[config.mk]
export PLATFORM = sky130hd
export DESIGN_NAME = pwm_deadtime
export DESIGN_NICKNAME = d
export VERILOG_FILES = /design/src/rtl/pwm_deadtime_pkg.sv /design/src/rtl/pwm_deadtime_dt_counter.sv /design/src/rtl/pwm_deadtime.sv
export SDC_FILE = /design/constraint.sdc
export NUM_CORES = 1
export LEC_CHECK = 0
export ABC_AREA = 1
export BUFFER_PORTS_ARGS = -buffer_cell sky130_fd_sc_hd__buf_4
export CORE_MARGIN = 5
export CORE_UTILIZATION = 40
export DETAILED_ROUTE_END_ITERATION = 16
export GPL_ROUTABILITY_DRIVEN = 0
export PLACE_DENSITY = 0.72
export SLEW_MARGIN = 20
export SYNTH_ARGS = -nofsm -noshare
export SYNTH_HDL_FRONTEND = slang
export SYNTH_SLANG_ARGS = --single-unit
[constraint.sdc]
create_clock -name PCLK -period 1.95 [get_ports PCLK]
set_clock_uncertainty 0.05 [all_clocks]
set_input_delay 0 -clock PCLK [delete_from_list [all_inputs] [get_ports PCLK]]
set_output_delay 0 -clock PCLK [all_outputs]
set_load 0.01 [all_outputs]
[src/rtl/pwm_deadtime_pkg.sv]
// Shared definitions for the PWM dead-time stage: FSM state encoding and default field width.
package pwm_deadtime_pkg;

  localparam int DTW_DEF = 8;

  typedef enum logic [2:0] {
    IDLE      = 3'd0,
    H_ON      = 3'd1,
    DEAD_TO_L = 3'd2,
    L_ON      = 3'd3,
    DEAD_TO_H = 3'd4
  } state_t;

endpackage

[src/rtl/pwm_deadtime_dt_counter.sv]
// Loadable dead-band down-counter; holds at zero and flags it for the FSM.
module pwm_deadtime_dt_counter
  import pwm_deadtime_pkg::*;
#(
  parameter int DTW = DTW_DEF
) (
  input  logic           clk,
  input  logic           rst,
  input  logic           load,
  input  logic           dec,
  input  logic [DTW-1:0] load_val,
  output logic           zero
);

  logic [DTW-1:0] cnt_p0;

  always_ff @(posedge clk or posedge rst) begin
    if (rst) begin
      cnt_p0 <= '0;
    end else if (load) begin
      cnt_p0 <= load_val;
    end else if (dec && !zero) begin
      cnt_p0 <= cnt_p0 - DTW'(1);
    end
  end

  assign zero = (cnt_p0 == '0);

endmodule

[src/rtl/pwm_deadtime.sv]
// Complementary PWM output stage with programmable rise/fall dead bands and per-side polarity.
// Optional trip input enabled by defining PWM_DEADTIME_FAULT_EN.
module pwm_deadtime
  import pwm_deadtime_pkg::*;
#(
  parameter int DTW = DTW_DEF
) (
  input  logic           PCLK,
  input  logic           PRESET,
  input  logic           EN,
  input  logic           PWM_IN,
  input  logic [DTW-1:0] DT_RISE,
  input  logic [DTW-1:0] DT_FALL,
  input  logic           POL_H,
  input  logic           POL_L,
`ifdef PWM_DEADTIME_FAULT_EN
  input  logic           FAULT,
  input  logic           FAULT_CLR,
  output logic           FAULT_STS,
`endif
  output logic           PWM_H,
  output logic           PWM_L,
  output logic           DEAD
);

  state_t         state_p0, state_nxt;
  state_t         rise_tgt, fall_tgt;
  logic           h_act_p0, l_act_p0, dead_p0;
  logic           force_idle;
  logic           cnt_ld, cnt_dec, cnt_zero;
  logic [DTW-1:0] cnt_ld_val;

`ifdef PWM_DEADTIME_FAULT_EN
  logic fault_meta_p0, fault_sync_p1, fault_sts_p0;

  // Trip synchronizer and sticky status; a set always wins over a clear
  always_ff @(posedge PCLK or posedge PRESET) begin
    if (PRESET) begin
      fault_meta_p0 <= 1'b0;
      fault_sync_p1 <= 1'b0;
      fault_sts_p0  <= 1'b0;
    end else begin
      fault_meta_p0 <= FAULT;
      fault_sync_p1 <= fault_meta_p0;
      if (fault_sync_p1) begin
        fault_sts_p0 <= 1'b1;
      end else if (FAULT_CLR) begin
        fault_sts_p0 <= 1'b0;
      end
    end
  end

  assign force_idle = !EN || fault_sync_p1 || fault_sts_p0;
  assign FAULT_STS  = fault_sts_p0;
`else
  assign force_idle = !EN;
`endif

  // A zero dead time skips the band entirely
  assign rise_tgt   = (DT_RISE == '0) ? H_ON : DEAD_TO_H;
  assign fall_tgt   = (DT_FALL == '0) ? L_ON : DEAD_TO_L;
  assign cnt_ld_val = (PWM_IN ? DT_RISE : DT_FALL) - DTW'(1);

  always_comb begin
    state_nxt = state_p0;
    cnt_ld    = 1'b0;
    cnt_dec   = 1'b0;
    if (force_idle) begin
      state_nxt = IDLE;
    end else begin
      unique case (state_p0)
        IDLE: begin
          state_nxt = PWM_IN ? rise_tgt : fall_tgt;
          cnt_ld    = (state_nxt == DEAD_TO_H) || (state_nxt == DEAD_TO_L);
        end
        L_ON: begin
          if (PWM_IN) begin
            state_nxt = rise_tgt;
            cnt_ld    = (rise_tgt == DEAD_TO_H);
          end
        end
        H_ON: begin
          if (!PWM_IN) begin
            state_nxt = fall_tgt;
            cnt_ld    = (fall_tgt == DEAD_TO_L);
          end
        end
        // Reversal inside a band is safe: the side being waited for never turned on
        DEAD_TO_H: begin
          if (!PWM_IN) begin
            state_nxt = L_ON;
          end else if (cnt_zero) begin
            state_nxt = H_ON;
          end else begin
            cnt_dec = 1'b1;
          end
        end
        DEAD_TO_L: begin
          if (PWM_IN) begin
            state_nxt = H_ON;
          end else if (cnt_zero) begin
            state_nxt = L_ON;
          end else begin
            cnt_dec = 1'b1;
          end
        end
        default: state_nxt = IDLE;
      endcase
    end
  end

  pwm_deadtime_dt_counter #(.DTW(DTW)) dt_counter (
    .clk      (PCLK),
    .rst      (PRESET),
    .load     (cnt_ld),
    .dec      (cnt_dec),
    .load_val (cnt_ld_val),
    .zero     (cnt_zero)
  );

  // State and drive-active flags register together from the next state
  always_ff @(posedge PCLK or posedge PRESET) begin
    if (PRESET) begin
      state_p0 <= IDLE;
      h_act_p0 <= 1'b0;
      l_act_p0 <= 1'b0;
      dead_p0  <= 1'b1;
    end else begin
      state_p0 <= state_nxt;
      h_act_p0 <= (state_nxt == H_ON);
      l_act_p0 <= (state_nxt == L_ON);
      dead_p0  <= !((state_nxt == H_ON) || (state_nxt == L_ON));
    end
  end

  // Polarity is static configuration, applied after the active flags
  assign PWM_H = h_act_p0 ^ POL_H;
  assign PWM_L = l_act_p0 ^ POL_L;
  assign DEAD  = dead_p0;

endmodule

==> flow_summary.ini <==
[drt]
wirelength_um = 3260
wl_per_cell_um = 12.1
ant_nets = 0
via_count = 1349
drt-initial-drc-count = 83
drc = 0
via_per_inst = 5.01
first_pass_iters = 4

[critical_path]
r2r_setup_slack_ns = 0.03
cp.required_ns = 2.08
arrival_ns = 2.05
reg2regPathDepth = 13
cp-startpoint = state_p0[2]
path_delay_family = simple AND/OR/NAND/NOR gates
r2r-end = dt_counter.cnt_p0[2]
r2r_start = state_p0[2]
worst-path-buf-inv = 2
endpoint_kind = flip-flop
critPathLaunchType = flip-flop
max_stage_delay_ns = 0.44
cp_max_fo = 6
crit_chain = nor3_2 -> nand3_1 -> nand2_1 -> inv_2 -> nand2_8 -> nand2_8 -> nand2_1 -> nand2_2 -> ha_4 -> inv_1 -> nor2_2 -> o21ai_0 -> o21ai_1
cp_slowest_cell = dfrtp_1
worstSetupPathType = flip-flop to flip-flop

[power_and_ir_drop]
clockPowerShare_pct = 14.4
power_switching_w = 0.000665
power.density_mw_per_mm2 = 910
p_comb_share_pct = 56.8
power_frac_seq_pct = 28.7
vdd_drop_max_v = 0.000350
internal-power_w = 0.000858
sw_frac_of_total_pct = 43.7
leakage_nw = 0.880

[global_route]
track_usage_pct = 15.9
grt_max_degree = 15
antenna_found_initial = 0
gr-total-overflow = 0
grt_pass1_wl_um = 5240
grt_pass1_vias = 1199

[finish]
finalNonFillerCells = 269
nets = 260
layout_commonest_cell = nand2_1
drive_gt1_share_pct = 33.1
diodes = 0
final_util_pct = 56.2
syn2layout_area_growth_pct = 37.9
layout_common_cells = nand2_1 (46), buf_4 (38), inv_1 (29)

[logic_synthesis]
synth_top_cell_by_area = dfrtp_1
synth_cells = 194
ys_types = 30
synth_area_leaders = dfrtp_1 (27%), nand2_1 (17%), inv_1 (9.3%)
avgSynthCellArea_um2 = 6.26
synth_top_area_share_pct = 26.8
synth_edf_count = 0
ys.flop_type = dfrtp_1
yosys_warnings = 0
ys_ff_latch = 14
synth_nets = 217
synth-seq-area-share_pct = 29.0
syn-cell-area_mm2 = 0.00121
synth-async-reset-ratio_pct = 100

[clocking]
path_clk_slew_ns = 0.10
cts_buffer_depth = 2
cts_buffers = 3
cts_sinks = 14
cts_root_buf = clkbuf_4
htreeDepth = 1
clock_latency_ns = 0.29
cts_tree = done

[worst_hold_path]
hold_path.class = primary input to flip-flop
min-delay-start = PWM_IN
whs_path_depth = 3
min_to = state_p0[2]

[place]
portBuffers = 24
place_hpwl_um = 2370
dp_cells = 258

[floorplanning]
io_pins = 25
die_area_mm2 = 0.00424
start_util_pct = 40.8
coreArea_mm2 = 0.00298
die_h_um = 65.1
row_count = 20
die_w_um = 65.1

[sta]
fin_crit_sh_pct = 98.2
fmax_ghz = 0.522
worst_pin_slew_ns = 0.571
slew_violations = 0
min_period_ns = 1.92
setup-violations-final = 0
rsz0062_at_grt = true
max_slew_margin_pct = 61.9
finalHoldViolCount = 0

[run_status]
status = finished clean

[job]
max_cap_viol_count = 0
## per-stage QoR
stage          setup TNS [ns]  hold slack (ns)  setup WS, ns  power, W  cell area, um^2
3_5_place_dp          -0.0137           0.0439       -0.0137   0.00114             1490
4_1_cts                     0          0.00214       0.00663   0.00140             1560
2_1_floorplan               0           -0.161        0.0889  0.000926             1210
5_1_grt                -0.500           0.0227        -0.124   0.00166             1670
3_3_place_gp                0           0.0494        0.0213   0.00114             1490
6_report                    0           0.0246        0.0350   0.00152             1670
## power groups by stage
stage	combinational [W]	sequential (W)	clock (W)
after floorplan	0.000502	0.000424	0
after global placement	0.000702	0.000436	0
final	0.000865	0.000437	0.000220
after CTS	0.000746	0.000433	0.000224
after global routing	0.000968	0.000451	0.000239
after detailed placement	0.000704	0.000437	0
## logic make-up (layout without fill, tap and decap cells)
kind of cell	Yosys count	in the layout	synth area share (%)
xor+xnor	2	2	1.44
flops	14	14	29.0
buf+inv	37	78	12.8
simple gates	112	113	43.2
compound gates	28	28	12.6
fa+ha+maj	1	1	1.03
## tightest hold or removal path: cells and delay by family
family / cells / cell delay (ns)
buf+inv: 1 / 0.14
compound gates: 1 / 0.09
simple gates: 1 / 0.08
## worst max-delay path by stage
stage                                end  slack (ns)  cells past startpoint
floorplan           dt_counter.cnt_p0[6]        0.09                     15
global placement    dt_counter.cnt_p0[6]        0.02                     15
detailed placement  dt_counter.cnt_p0[6]       -0.01                     15
CTS                 dt_counter.cnt_p0[6]       0.007                     16
global route        dt_counter.cnt_p0[6]       -0.12                     15
finish              dt_counter.cnt_p0[2]        0.03                     13
## timing repair
item | 4_1_cts | 5_1_grt
gates resized for setup | 4 | 22
buffers inserted | 0 | 4
endpoints found under the hold margin | 15 | 0
pin swaps | 2 | 12
setup endpoints to repair | 2 | 8
hold buffers | 2 | 0
gates cloned | 0 | 1
## cell type report
type / count / area (um^2)
multi-input cells: 144 / 797
clock buffers: 4 / 36.3
fillers: 266 / 1300
repair buffers: 42 / 328
well taps: 33 / 41.3
flip-flops and latches: 14 / 352
inverters: 32 / 120
## synthesized netlist by cell type (all sizes together), types with 2 or more instances
master,number
inv,31
o31ai,2
dfrtp,13
a21oi,5
buf,3
nor2,25
nand3b,3
nor3,2
clkbuf,2
nand2,62
nand4,2
nand3,16
xor2,2
o21ai,18
## sequential cells by signal, indices dropped and copies added, names as in the netlist
signal	count
DEAD	1
state_p0	3
h_act_p0	1
l_act_p0	1
dt_counter.cnt_p0	8
## metal layers
| layer | up-vias | global-route usage (%) | wire length [um] |
|---|---|---|---|
| met2 | 62 | 24.6 | 1580 |
| met1 | 581 | 21.5 | 1380 |
| met4 | 0 | 7.51 | 49 |
| met5 | - | 0 | 0 |
| li1 | 700 | - | - |
| met3 | 6 | 2.60 | 251 |
Power figures use the tool's default switching activity.
